--- src/rtl/snes_gamepad_reader_if.sv ---
// Bundle of the gamepad reader's control, pad link and report signals.
// The reader itself connects through the master modport; whatever drives
// en and the pad line and consumes the report uses the slave modport.
interface snes_gamepad_reader_if;
  logic       en;
  logic       pad_data;
  logic       pad_latch;
  logic       pad_clk;
  logic [3:0] joystick;
  logic [7:0] buttons;
  logic       pad_present;
  logic       valid;
  logic       changed;

  modport master (
    input  en,
    input  pad_data,
    output pad_latch,
    output pad_clk,
    output joystick,
    output buttons,
    output pad_present,
    output valid,
    output changed
  );

  modport slave (
    output en,
    output pad_data,
    input  pad_latch,
    input  pad_clk,
    input  joystick,
    input  buttons,
    input  pad_present,
    input  valid,
    input  changed
  );
endinterface

--- src/rtl/snes_gamepad_reader.sv ---
// SNES gamepad poller: periodically latches the pad, clocks out its 16-bit
// serial report, and publishes active-high joystick/button levels together
// with pad presence and per-scan valid/changed strobes.
module snes_gamepad_reader #(
  parameter int HALF_CYCLES = 300,
  parameter int POLL_CYCLES = 833334
) (
  input  logic                  clk,
  input  logic                  rst,
  snes_gamepad_reader_if.master bus
);

  localparam int PW = $clog2(POLL_CYCLES + 1);
  localparam int CW = $clog2(2 * HALF_CYCLES + 1);
  localparam logic [PW-1:0] POLL_LAST  = PW'(POLL_CYCLES - 1);
  localparam logic [CW-1:0] LATCH_LAST = CW'(2 * HALF_CYCLES - 1);
  localparam logic [CW-1:0] HALF_LAST  = CW'(HALF_CYCLES - 1);

  typedef enum logic [2:0] {
    S_IDLE,
    S_LATCH,
    S_LOW,
    S_HIGH,
    S_DONE
  } state_t;

  state_t          state_q, state_d;
  logic [PW-1:0]   poll_q;
  logic            tick;
  logic [CW-1:0]   cnt_q, cnt_d;
  logic [3:0]      n_q, n_d;
  logic [15:0]     sr_q, sr_d;
  logic            sync1_q, sync2_q;
  logic            pad_latch_q, pad_clk_q;
  logic [3:0]      joy_q, joy_d;
  logic [7:0]      btn_q, btn_d;
  logic            present_q, present_d;
  logic            valid_q, valid_d;
  logic            changed_q, changed_d;

  // Decoded report from a complete shift register, used at the end of a scan.
  logic            new_present;
  logic [3:0]      new_joy;
  logic [7:0]      new_btn;
  logic [3:0]      n_next;

  assign tick        = (poll_q == POLL_LAST);
  assign new_present = (sr_q[15:12] == 4'b0000);
  // A missing pad reads all-pressed through the pull-down; suppress it.
  assign new_joy     = new_present ? {sr_q[5], sr_q[4], sr_q[7], sr_q[6]} : 4'h0;
  assign new_btn     = new_present ? {sr_q[9], sr_q[1], sr_q[8], sr_q[0],
                                      sr_q[11], sr_q[10], sr_q[3], sr_q[2]} : 8'h00;
  assign n_next      = n_q + 4'd1;

  // Two-flop synchroniser for the asynchronous pad data line.
  always_ff @(posedge clk) begin
    if (rst) begin
      sync1_q <= 1'b0;
      sync2_q <= 1'b0;
    end else begin
      sync1_q <= bus.pad_data;
      sync2_q <= sync1_q;
    end
  end

  // Free-running poll counter; wraps on every tick regardless of scan state.
  always_ff @(posedge clk) begin
    if (rst)       poll_q <= '0;
    else if (tick) poll_q <= '0;
    else           poll_q <= poll_q + PW'(1);
  end

  // State, shift register and published report registers.
  always_ff @(posedge clk) begin
    if (rst) begin
      state_q     <= S_IDLE;
      cnt_q       <= '0;
      n_q         <= 4'd0;
      sr_q        <= 16'h0000;
      pad_latch_q <= 1'b0;
      pad_clk_q   <= 1'b1;
      joy_q       <= 4'h0;
      btn_q       <= 8'h00;
      present_q   <= 1'b0;
      valid_q     <= 1'b0;
      changed_q   <= 1'b0;
    end else begin
      state_q     <= state_d;
      cnt_q       <= cnt_d;
      n_q         <= n_d;
      sr_q        <= sr_d;
      // Pad strobes are derived from the next state so they change exactly on
      // state-entry edges and come straight from flops.
      pad_latch_q <= (state_d == S_LATCH);
      pad_clk_q   <= (state_d != S_LOW);
      joy_q       <= joy_d;
      btn_q       <= btn_d;
      present_q   <= present_d;
      valid_q     <= valid_d;
      changed_q   <= changed_d;
    end
  end

  // Next-state logic: phase timing, bit capture on pad_clk falling edges,
  // and report publication on entry to DONE.
  always_comb begin
    state_d   = state_q;
    cnt_d     = cnt_q + CW'(1);
    n_d       = n_q;
    sr_d      = sr_q;
    joy_d     = joy_q;
    btn_d     = btn_q;
    present_d = present_q;
    valid_d   = 1'b0;
    changed_d = 1'b0;
    case (state_q)
      S_IDLE: begin
        cnt_d = '0;
        if (tick && bus.en) state_d = S_LATCH;
      end
      S_LATCH: begin
        if (cnt_q == LATCH_LAST) begin
          state_d  = S_LOW;
          cnt_d    = '0;
          n_d      = 4'd0;
          sr_d[0]  = ~sync2_q;
        end
      end
      S_LOW: begin
        if (cnt_q == HALF_LAST) begin
          state_d = S_HIGH;
          cnt_d   = '0;
        end
      end
      S_HIGH: begin
        if (cnt_q == HALF_LAST) begin
          cnt_d = '0;
          if (n_q == 4'd15) begin
            state_d   = S_DONE;
            joy_d     = new_joy;
            btn_d     = new_btn;
            present_d = new_present;
            valid_d   = 1'b1;
            changed_d = ({new_present, new_joy, new_btn} != {present_q, joy_q, btn_q});
          end else begin
            state_d      = S_LOW;
            n_d          = n_next;
            sr_d[n_next] = ~sync2_q;
          end
        end
      end
      S_DONE: begin
        state_d = S_IDLE;
        cnt_d   = '0;
      end
      default: begin
        state_d = S_IDLE;
        cnt_d   = '0;
      end
    endcase
  end

  assign bus.pad_latch   = pad_latch_q;
  assign bus.pad_clk     = pad_clk_q;
  assign bus.joystick    = joy_q;
  assign bus.buttons     = btn_q;
  assign bus.pad_present = present_q;
  assign bus.valid       = valid_q;
  assign bus.changed     = changed_q;

endmodule

--- src/flat_wrapper.sv ---
// flat-port wrapper written by rule: the top's interface ports become plain ports
module snes_gamepad_reader_flat 
#(
  parameter int HALF_CYCLES = 300,
  parameter int POLL_CYCLES = 833334
)
  (clk, rst, bus_en, bus_pad_data, bus_pad_latch, bus_pad_clk, bus_joystick, bus_buttons, bus_pad_present, bus_valid, bus_changed);
  snes_gamepad_reader_if bus_i ();
  input  logic clk;
  input  logic rst;
  input wire logic [$bits(bus_i.en)-1:0] bus_en;
  input wire logic [$bits(bus_i.pad_data)-1:0] bus_pad_data;
  output wire logic [$bits(bus_i.pad_latch)-1:0] bus_pad_latch;
  output wire logic [$bits(bus_i.pad_clk)-1:0] bus_pad_clk;
  output wire logic [$bits(bus_i.joystick)-1:0] bus_joystick;
  output wire logic [$bits(bus_i.buttons)-1:0] bus_buttons;
  output wire logic [$bits(bus_i.pad_present)-1:0] bus_pad_present;
  output wire logic [$bits(bus_i.valid)-1:0] bus_valid;
  output wire logic [$bits(bus_i.changed)-1:0] bus_changed;
  assign bus_i.en = bus_en;
  assign bus_i.pad_data = bus_pad_data;
  assign bus_pad_latch = bus_i.pad_latch;
  assign bus_pad_clk = bus_i.pad_clk;
  assign bus_joystick = bus_i.joystick;
  assign bus_buttons = bus_i.buttons;
  assign bus_pad_present = bus_i.pad_present;
  assign bus_valid = bus_i.valid;
  assign bus_changed = bus_i.changed;
  snes_gamepad_reader #(.HALF_CYCLES(HALF_CYCLES), .POLL_CYCLES(POLL_CYCLES)) u_core (.clk(clk), .rst(rst), .bus(bus_i));
endmodule
--- config.mk ---
export PLATFORM = sky130hd
export DESIGN_NAME = snes_gamepad_reader_flat
export DESIGN_NICKNAME = d
export VERILOG_FILES = /design/src/rtl/snes_gamepad_reader_if.sv /design/src/rtl/snes_gamepad_reader.sv /design/src/flat_wrapper.sv
export SDC_FILE = /design/constraint.sdc
export NUM_CORES = 1
export LEC_CHECK = 0
export ABC_AREA = 1
export BUFFER_PORTS_ARGS = -buffer_cell sky130_fd_sc_hd__buf_2
export CAP_MARGIN = 30
export CORE_ASPECT_RATIO = 0.75
export CORE_MARGIN = 2
export CORE_UTILIZATION = 45
export DETAILED_ROUTE_END_ITERATION = 10
export HOLD_SLACK_MARGIN = 0.1
export RECOVER_POWER = 50
export SYNTH_ARGS = -nofsm -noshare
export SYNTH_HDL_FRONTEND = slang
export SYNTH_SLANG_ARGS = --single-unit
--- constraint.sdc ---
create_clock -name clk -period 1.7 [get_ports clk]
set_input_delay 0.085 -clock clk [delete_from_list [all_inputs] [get_ports clk]]
set_output_delay 0.085 -clock clk [all_outputs]
set_load 0.02 [all_outputs]
# ---- Yosys cells after proc, flatten, opt, wreduce, memory -nomap -nowiden
# Index checks and enable logic that the tools add are counted.
dict set report word_totals {
  output_inout_bits 17
  regBits 72
  inputBits 4
}
dict set report classes {
  n_addsub 3
  magnitude_cmp 2
  eq_ne 13
  reduce_logical 12
  bitwise_logic 4
  muxes 23
}
# cell count
set op_table {}
lappend op_table {{20-bit by 1-bit adder with 20-bit output (second input constant)} 1}
lappend op_table {{20-bit equality test (second input constant)} 1}
lappend op_table {{10-bit 2-to-1 mux} 2}
lappend op_table {{10-bit one-hot mux with 2 select lines} 1}
lappend op_table {{16-bit bitwise mux} 1}
lappend op_table {{4-bit 2-to-1 mux} 4}
lappend op_table {{3-bit 2-to-1 mux} 5}
lappend op_table {{13-bit != test} 1}
lappend op_table {{3-bit one-hot mux with 4 select lines} 1}
lappend op_table {{10-bit by 1-bit adder with 10-bit output (second input constant)} 1}
lappend op_table {{10-bit equality test (second input constant)} 1}
lappend op_table {{10-bit by 9-bit equality test with 1-bit output (second input constant)} 1}
lappend op_table {{8-bit 2-to-1 mux} 1}
lappend op_table {{4-bit one-hot mux with 2 select lines} 1}
lappend op_table {{3-bit by 1-bit equality test with 1-bit output (second input constant)} 2}
lappend op_table {{3-bit by 2-bit equality test with 1-bit output (second input constant)} 2}
lappend op_table {{3-bit AND reduction} 2}
lappend op_table {{4-bit by 5-bit less-than comparator with 1-bit output (second input constant)} 1}
lappend op_table {{1-bit 2-to-1 mux} 5}
lappend op_table {{4-bit by 1-bit adder with 4-bit output (second input constant)} 1}
lappend op_table {{1-bit demux with 4-bit select} 1}
lappend op_table {{4-bit equality test (second input constant)} 1}
lappend op_table {{4-bit by 1-bit greater-or-equal comparator with 1-bit output (second input constant)} 1}
lappend op_table {{4-bit logical NOT} 1}
lappend op_table {{12 further kinds} 18}

# ---- Depth between registers and ports, before layout
# Gate-level depths: netlist of run 1.
dict set report logic_depth {
  ltp_word 9
  mapped_depth 10
  ltp_nobuf 10
}

# ---- Worst setup path before layout of run 1
# No wires, ideal clock.
dict set report synth_timing {
  path_type {register to register}
  start {register u_core.n_q[0]}
  end {register u_core.btn_q[7] (netlist: u_core.bus.buttons[7])}
  slack_ns 0.201
  period_less_slack_ns 1.499
  stages_incl_launch_ff 10
  arrival_time_ns 1.381
  path_buffers 1
  setup_ns 0.118
  cell_sequence {dfxtp_1 > ha_1 > nand3_2 > nor2_4 > nand3_4 > clkinv_2 > buf_6 > nand2_1 > nand2_1 > a21oi_1}
}
dict set report synth_between {
  elab_chain_len 2
}
# item line
set synth_lines {}
lappend synth_lines {{start: declaration} snes_gamepad_reader.sv:31} ;# logic [3:0] n_q, n_d;
lappend synth_lines {{start signal: assignment} snes_gamepad_reader.sv:90} ;# n_q <= n_d;
lappend synth_lines {{4-bit equality test} snes_gamepad_reader.sv:138} ;# if (n_q == 4'd15) begin
lappend synth_lines {{3-bit AND reduction (no source line)} n/a}
lappend synth_lines {{end signal: assignment} snes_gamepad_reader.sv:97} ;# btn_q <= btn_d;
lappend synth_lines {{end: declaration} snes_gamepad_reader.sv:36} ;# logic [7:0] btn_q, btn_d;
# Every way passes these cells.
# A chain may end at the register's enable or synchronous reset.

# ---- Worst setup path after layout of run 1
dict set report layout_timing {
  start {register u_core.n_q[0]}
  end {register u_core.present_q (netlist: u_core.bus.pad_present)}
}
dict set report layout_between {
  elab_chain_len 2
}
# item line
set layout_lines {}
lappend layout_lines {{4-bit equality test} snes_gamepad_reader.sv:138}
lappend layout_lines {{3-bit AND reduction (no source line)} n/a}
lappend layout_lines {{end signal: assignment} snes_gamepad_reader.sv:98} ;# present_q <= present_d;
lappend layout_lines {{end: declaration} snes_gamepad_reader.sv:37} ;# logic present_q, present_d;
# Every way passes these cells.

==> results of run 1 <==
-- area by class of cell --
cell class	instances	area, sq um	area share [%]
clock buffers	12	246	5.69
clock inverters	4	20.0	0.462
inverters	69	265	6.12
multi-input cells	388	2010	46.4
flip-flops and latches	72	1440	33.3
well taps	105	131	3.03
repair buffers	37	216	5.00
-- kinds of logic (layout without fill, tap and decap cells) --
kind of cell / Yosys count / after routing / synth area share, %
flops: 72 / 72 / 37.9
compound gates: 56 / 56 / 7.54
fa+ha+maj: 8 / 8 / 2.63
buf+inv: 85 / 122 / 9.74
xor+xnor: 16 / 16 / 3.88
simple gates: 308 / 308 / 38.3
-- state kept, by name, summed over array words and instances (netlist names) --
| signal | cells |
|---|---|
| u_core.cnt_q | 10 |
| u_core.sr_q | 16 |
| u_core.bus.pad_latch | 1 |
| u_core.sync2_q | 1 |
| u_core.sync1_q | 1 |
| u_core.n_q | 4 |
| u_core.poll_q | 20 |
| u_core.bus.pad_clk | 1 |
| u_core.bus.pad_present | 1 |
| u_core.state_q | 3 |
| u_core.bus.changed | 1 |
| u_core.bus.valid | 1 |
| u_core.bus.buttons | 8 |
| u_core.bus.joystick | 4 |
-- stage by stage --
| step | cells | instance area [sq um] |
|---|---|---|
| finish | 687 | 4330 |
| global route | 687 | 4330 |
| CTS | 687 | 4340 |
| detailed placement | 669 | 4050 |
| global placement | 669 | 4050 |
| floorplan | 545 | 3800 |
-- final timing paths --
check,from,endpoint,slack [ns],depth (start not counted)
worst max-delay path,u_core.n_q[0]$_SDFFE_PP0P_,u_core.bus.pad_present$_SDFFE_PP0P_,0.15,8
worst max register to register,u_core.n_q[0]$_SDFFE_PP0P_,u_core.bus.pad_present$_SDFFE_PP0P_,0.15,8
worst min register to register,u_core.sync1_q$_SDFF_PP0_,u_core.sync2_q$_SDFF_PP0_,0.40,2
worst min-delay path,bus_en,u_core.bus.pad_clk$_SDFF_PP1_,0.18,5
-- power by group through the flow --
stage | Sequential, mW | Clock [mW] | Combinational, mW
6_report | 1.70 | 1.69 | 0.0771
3_5_place_dp | 1.74 | 0 | 0.0742
4_1_cts | 1.70 | 1.74 | 0.0781
5_1_grt | 1.70 | 1.82 | 0.0866
3_3_place_gp | 1.74 | 0 | 0.0741
2_1_floorplan | 1.74 | 0 | 0.0455
-- synthesized netlist by cell type, drive strengths merged --
master  count
nor4        2
xnor2       2
nor2       86
inv        68
buf        14
or2         1
nor3b       3
o31ai       1
nand4      31
a21oi      36
nor3       15
dfxtp      72
clkbuf      2
nand3b      1
nand2     116
clkinv      1
o21ai      19
xor2       14
ha          8
nand3      53
-- placed cells by master (no fill, tap or decap), types with 2 or more instances in the layout --
| cell | synthesis | layout |
|---|---|---|
| nand2_1 | 111 | 110 |
| nor2_1 | 76 | 73 |
| dfxtp_1 | 72 | 72 |
| inv_1 | 57 | 57 |
| nand3_1 | 51 | 50 |
| a21oi_1 | 35 | 36 |
| nand4_1 | 31 | 31 |
| clkbuf_1 | 2 | 21 |
| nor3_1 | 14 | 14 |
| o21ai_0 | 11 | 13 |
| xor2_1 | 13 | 13 |
| buf_4 | 2 | 12 |
| inv_2 | 10 | 9 |
| clkbuf_16 | 0 | 9 |
| nor2_2 | 5 | 7 |
| o21ai_1 | 8 | 6 |
| ha_1 | 8 | 6 |
| nand2_2 | 4 | 5 |
| clkinv_2 | 1 | 5 |
| nor2_4 | 3 | 4 |
| nor3b_1 | 3 | 3 |
| nand3_2 | 1 | 2 |
| inv_4 | 1 | 2 |
| nor2_8 | 2 | 2 |
| nor4_1 | 2 | 2 |
| xnor2_1 | 2 | 2 |
| ha_2 | 0 | 2 |
| dlygate4sd3_1 | 0 | 2 |
| buf_2 | 8 | 2 |
-- metal layers --
layer | part of all wire, % | GRT usage, %
met5 | 0 | 0
met4 | 1.1 | 6.70
met3 | 4.5 | 6.17
met2 | 40 | 27.4
met1 | 54 | 29.7
-- repair_timing --
item | 4_1_cts | 5_1_grt
gates resized for setup | 0 | 10
setup endpoints to repair | 0 | 31
hold endpoints to repair | 5 | 0
hold buffers | 2 | 0
-- worst register-to-register path, stage by stage (launching register included) --
cell	delay, ns
dfxtp_1	0.35
ha_2	0.22
nand3_2	0.12
nor2_4	0.18
nand3_4	0.10
clkinv_2	0.13
buf_4	0.16
o21ai_1	0.06
a21oi_1	0.15
==> Flow_metrics.wiki, run 1 <==
{| class="wikitable"
! Metric !! Value
|-
| Internal power || 2.74 mW
|-
| Depth of the CTS H-tree || 3
|-
| Initial core utilization || 47.2%
|-
| Relative area change from synthesis to final layout || 14.0%
|-
| Number of filler instances in the final layout || 830
|-
| First-pass GRT wire length || 14.5 mm
|-
| Period Utilization, post-route || 91.3%
|-
| WL per Instance || 12.5 microns
|-
| Core Region || 8060 sq um
|-
| Number of synthesized register bits || 72
|-
| Overall via count from detail_route || 3438
|-
| Share of synthesized area occupied by flip-flops and latches || 37.9%
|-
| Ratio of routed vias to standard cells || 5.00
|-
| Overall power of the completed layout || 3.47 mW
|-
| Grt total ovfl || 0
|-
| Final hold vios || 0
|-
| Pin count of the biggest net entering global routing || 31
|-
| Clock tree from TritonCTS || done
|-
| Top Ports || 21
|-
| Worst Path Class, Setup || register to register
|-
| Slew headroom || 59.1%
|-
| Cell area power density || 802 nW/um^2
|-
| Combinational fraction of design power || 2.2%
|-
| Arrival @ worst endpoint || 1.82 ns
|-
| Achievable frequency || 644 MHz
|-
| Overall die width || 110 microns
|-
| Crit-path slowest cell || dfxtp_1
|-
| Worst hold path class || input pin to register
|-
| CTS sink count || 72
|-
| Count of warnings emitted by yosys || 0
|-
| Number of standard cells after synthesis || 545
|-
| Post-Syn Area || 3800 sq um
|-
| Proportion of power drawn by the clock network || 48.8%
|-
| WHS || 0.177 ns
|-
| Post-Synthesis Mean Instance Area || 6.97 sq um
|-
| Clock transition at the registers of the reported paths || 0.06 ns
|-
| Floorplan row count || 28
|-
| Switching power || 0.738 mW
|-
| Vias in the first global route || 3045
|-
| Fin worst setup slack || 0.148 ns
|-
| Buf+Inv Stages, Crit Path || 2
|-
| Outcome || completed
|-
| Die outline area || 9210 sq um
|-
| Nature of the critical path endpoint || register
|-
| Fraction of power consumed by sequential logic || 49.0%
|-
| Data required, critical path || 1.96 ns
|-
| Final routed wirelength across all metal layers || 8.60 mm
|-
| Buffers on Ports || 20
|-
| Placement Setup Slack || 0.0596 ns
|-
| Kind of launch point of the worst setup path || register
|-
| Die Ht || 83.6 microns
|-
| Placer congestion estimate || 0.843
|-
| Switching power as a share of total power || 21.2%
|-
| Cell-by-cell listing of the critical path || ha_2, nand3_2, nor2_4, nand3_4, clkinv_2, buf_4, o21ai_1, a21oi_1
|-
| Detailed placement HPWL || 6.31 mm
|-
| Antenna fix cells || 0
|-
| Final TNS setup || 0 ns
|-
| Layout Utilization || 53.8%
|-
| Largest stage delay on the critical path || 0.35 ns
|-
| Number of antenna-violating nets in the routed design || 0
|-
| Number of antenna violations at the first check in global routing || 0
|-
| Number of nets in the finished design || 589
|-
| Final count of negative-setup-slack endpoints || 0
|-
| Critical-path maximum fanout || 8
|-
| Post-synth top area share || 37.9%
|-
| Transition time of the tightest slew-check pin || 0.613 ns
|-
| Top cell type by total area after synthesis || dfxtp_1
|-
| Tot GR Track Use || 20.1%
|-
| Number of DRC markers in iteration 0 || 299
|-
| First drt pass iteration count || 5
|-
| Share of final-layout standard cells stronger than drive strength 1 || 11.9%
|-
| Largest cells by area after synthesis || dfxtp_1 38%, nand2_1 11%, nor2_1 7.5%
|-
| Maximum clock insertion buffer count || 2
|-
| Buffer type at the clock tree root || clkbuf_16
|-
| Maximum VDD drop || 0.516 mV
|-
| DRC violation count after routing || 0
|-
| Final worst path period need || 1.55 ns
|-
| Max-Cap Viols || 0
|-
| Leakage power figure || 1.67 nW
|-
| Post-synth cell types || 35
|-
| Net Count, Synth || 557
|-
| Postcts setup bufs || 0
|-
| Worst-Skew Late Latency || 0.34 ns
|-
| Worst clock skew || 0.00753 ns
|-
| Pins Over Slew Limit || 0
|-
| Kind of cell adding the most delay to the critical path || simple AND/OR/NAND/NOR gates
|-
| Number of CTS-inserted buffers || 9
|}
Note: power is estimated with default switching activity, not from simulation.
==> run 2, diff against run 1 <==
--- a/config.mk
+++ b/config.mk
@@ -5,7 +5,6 @@
 export SDC_FILE = /design/constraint.sdc
 export NUM_CORES = 1
 export LEC_CHECK = 0
-export ABC_AREA = 1
 export BUFFER_PORTS_ARGS = -buffer_cell sky130_fd_sc_hd__buf_2
 export CAP_MARGIN = 30
 export CORE_ASPECT_RATIO = 0.75
==> constraint.sdc (replaced) <==
create_clock -name clk -period 1.3 [get_ports clk]
set_input_delay 0.065 -clock clk [delete_from_list [all_inputs] [get_ports clk]]
set_output_delay 0.065 -clock clk [all_outputs]
set_load 0.02 [all_outputs]
==> run 2 against run 1 <==
Final area is 29% higher; critical path depth is 2 lower; global-route usage is 3.5 points higher; combinational power is 74% higher; sequential power is 31% higher; maximum frequency is 11% lower; the flow now finishes with violations (setup timing); wire length is 19% higher; clock skew is 0.0030 ns lower; die area is 7.6% lower.
==> Flow_metrics.wiki, run 2 <==
{| class="wikitable"
! Metric !! Value
|-
| Transition time of the tightest slew-check pin || 0.625 ns
|-
| WHS || 0.251 ns
|-
| Post-Syn Area || 3500 sq um
|-
| Worst clock skew || 0.00448 ns
|-
| Vias in the first global route || 3334
|-
| Overall die width || 106 microns
|-
| Main synth FF type || dfxtp_1
|-
| Register cell area after layout || 1480 sq um
|-
| CTS sink count || 72
|-
| Cell area power density || 755 nW/um^2
|-
| Clock tree from TritonCTS || done
|-
| Detailed placement HPWL || 6.35 mm
|-
| Number of CTS-inserted buffers || 9
|-
| Number of antenna violations at the first check in global routing || 0
|-
| Relative area change from synthesis to final layout || 60.2%
|-
| Post-synth top area share || 41.2%
|-
| Slew headroom || 58.1%
|-
| Final worst path period need || 1.74 ns
|-
| Initial core utilization || 47.1%
|-
| Cell with the most instances after synthesis || dfxtp_1
|-
| Buffer type at the clock tree root || clkbuf_8
|-
| Post-Synthesis Mean Instance Area || 9.05 sq um
|-
| Number of standard cells after synthesis || 387
|-
| Outcome || complete, but fails checks
|-
| Tot GR Track Use || 23.7%
|-
| Worst setup slack for register-to-register paths || -0.44 ns
|-
| Worst r2r path cells || 6
|-
| Leakage power figure || 2.19 nW
|-
| Endpoint of the worst register-to-register path || u_core.sr_q[10]$_SDFFE_PP0P_
|-
| Number of filler instances in the final layout || 525
|-
| Number of logic stages on the critical path including buffering || 6
|-
| Ratio of routed vias to standard cells || 5.40
|-
| Async SR Flop Fraction || 0%
|-
| Count of flip-flops with a built-in enable after synthesis || 0
|-
| Worst Path Class, Setup || register to register
|-
| Core Region || 7430 sq um
|-
| Top Ports || 21
|-
| Largest stage delay on the critical path || 0.38 ns
|-
| Pins Over Slew Limit || 0
|-
| Kind of cell adding the most delay to the critical path || simple AND/OR/NAND/NOR gates
|-
| First-pass GRT wire length || 15.9 mm
|-
| Count of warnings emitted by yosys || 0
|-
| Startpoint of the lowest-slack register-to-register path || u_core.cnt_q[6]$_SDFF_PP0_
|-
| Synth top cells by count || 72 x dfxtp_1, 48 x nor2_1, 32 x a21oi_1
|-
| Number of synthesized register bits || 72
|-
| Violations in the final reports || setup timing
|-
| Highest-count cells in the layout ignoring fill and taps || 108 x buf_4, 50 x dfxtp_1, 28 x nor2_1, 25 x buf_6, 24 x nand2_1
|-
| Grt total ovfl || 0
|-
| Share of final-layout standard cells stronger than drive strength 1 || 53.3%
|-
| Data required, critical path || 1.57 ns
|-
| Antenna fix cells || 0
|-
| Most frequent standard cell in the layout excluding fill and tap cells || buf_4
|-
| Period Utilization, post-route || 134%
|-
| Largest registers || u_core.poll_q: 20 flops, u_core.sr_q: 16 flops, u_core.cnt_q: 10 flops
|-
| Final hold vios || 0
|-
| Nature of the critical path endpoint || register
|-
| Worst-Skew Late Latency || 0.35 ns
|-
| Worst Hold Endpoint || u_core.bus.pad_latch$_SDFF_PP0_
|-
| Buf+Inv Stages, Crit Path || 1
|-
| Number of DRC markers in iteration 0 || 188
|-
| Register containing the most flip-flops in the final layout || u_core.poll_q
|-
| Arrival @ worst endpoint || 2.01 ns
|-
| Net Count, Synth || 399
|-
| Post-synth cell types || 58
|-
| Start point of the worst min-delay path || bus_en
|-
| Number of antenna-violating nets in the routed design || 0
|-
| Share of synthesized area occupied by flip-flops and latches || 41.2%
|-
| Critical-path maximum fanout || 7
|-
| Number of nets in the finished design || 551
|-
| Worst hold path class || input pin to register
|-
| Unrepaired setup endpoints after global routing || true
|-
| Largest register FFs || 20
|-
| Clock transition at the registers of the reported paths || 0.08 ns
|-
| Final routed wirelength across all metal layers || 10.3 mm
|-
| Area taken by multi-input logic gates || 2530 sq um
|-
| Die outline area || 8510 sq um
|-
| Achievable frequency || 575 MHz
|-
| Pin count of the biggest net entering global routing || 36
|-
| Layout Utilization || 75.5%
|-
| Crit-path slowest cell || and4bb_4
|-
| Fin worst setup slack || -0.439 ns
|-
| Maximum VDD drop || 0.806 mV
|-
| Die Ht || 80.4 microns
|-
| Cell-by-cell listing of the critical path || and4bb_4, nand4_4, nor4b_4, buf_4, a21oi_2, a311oi_2
|-
| Depth of the CTS H-tree || 3
|-
| Top cell type by total area after synthesis || dfxtp_1
|-
| WL per Instance || 15.9 microns
|-
| Floorplan row count || 27
|-
| Buffers on Ports || 20
|-
| Placer congestion estimate || 0.851
|-
| Kind of launch point of the worst setup path || register
|-
| Maximum clock insertion buffer count || 2
|-
| First drt pass iteration count || 4
|-
| Hold depth || 5
|-
| Final count of negative-setup-slack endpoints || 70
|-
| Largest cells by area after synthesis || dfxtp_1 41%, nor2_1 5.1%, xnor2_1 4.8%
|-
| DRC violation count after routing || 0
|-
| Max-Cap Viols || 0
|-
| Overall via count from detail_route || 3482
|}
## run 2: per-stage QoR
stage          total power, mW  setup TNS, ns  std cells  setup WS (ns)  area, sq um
3_3_place_gp              2.37         -18.51        603         -0.349         4610
2_1_floorplan             2.33          -8.63        387         -0.353         3660
5_1_grt                   4.36         -26.69        645         -0.518         5610
4_1_cts                   4.25         -17.30        637         -0.369         5280
6_report                  4.24         -21.86        645         -0.439         5610
3_5_place_dp              2.37         -19.86        603         -0.419         4610
## run 2: how the worst max path moves through the flow
stage,from,to
2_1_floorplan,u_core.cnt_q[9]$_SDFF_PP0_,u_core.sr_q[4]$_SDFFE_PP0P_
3_3_place_gp,u_core.sr_q[14]$_SDFFE_PP0P_,u_core.bus.changed$_SDFF_PP0_
3_5_place_dp,u_core.cnt_q[9]$_SDFF_PP0_,u_core.sr_q[10]$_SDFFE_PP0P_
4_1_cts,u_core.cnt_q[0]$_SDFF_PP0_,u_core.sr_q[6]$_SDFFE_PP0P_
5_1_grt,u_core.cnt_q[6]$_SDFF_PP0_,u_core.sr_q[10]$_SDFFE_PP0P_
6_report,u_core.cnt_q[6]$_SDFF_PP0_,u_core.sr_q[10]$_SDFFE_PP0P_
## run 2: power by group
group          switching (mW)  leakage, nW  internal, mW
combinational          0.0739         1.48        0.0597
clock                   0.840        0.115          1.05
sequential             0.0116        0.593          2.21
total                   0.926         2.19          3.31
## run 2: final cells by class
cell class / count / share of cell area (%)
tap: 101 / 2.25
sequential: 72 / 26.5
clock inverter: 5 / 0.915
clock buffer: 11 / 2.90
timing repair buffer: 156 / 21.8
inverter: 8 / 0.535
multi-input combinational: 292 / 45.1
## run 2: logic make-up (layout without fill, tap and decap cells)
| family | count (synthesis) | count (layout) | share of synthesized area [%] |
|---|---|---|---|
| xor+xnor | 35 | 35 | 8.97 |
| simple gates | 173 | 174 | 29.1 |
| mux | 3 | 3 | 0.858 |
| fa+ha+maj | 8 | 8 | 2.86 |
| compound gates | 72 | 72 | 13.4 |
| buf+inv | 24 | 180 | 3.61 |
| flops | 72 | 72 | 41.2 |
## run 2: routing by layer
layer	vias up	GRT usage [%]	share of wire, %
met4	0	6.45	0.89
met1	1699	32.1	47
met2	66	38.5	47
met5	-	0	0
li1	1707	-	-
met3	10	4.87	4.7
## run 2: worst register-to-register path: stages (launching register included)
cell and delay, ns:
dfxtp_2 0.33, and4bb_4 0.38, nand4_4 0.19, nor4b_4 0.30, buf_4 0.18, a21oi_2 0.06, a311oi_2 0.23
## run 2: timing repair
action / 4_1_cts / 5_1_grt
hold buffers: 2 / 0
pin swaps: 47 / 36
hold endpoints to repair: 3 / 0
setup endpoints to repair: 70 / 70
cloned: 3 / 0
buffers inserted: 14 / 12
resized for setup: 72 / 69
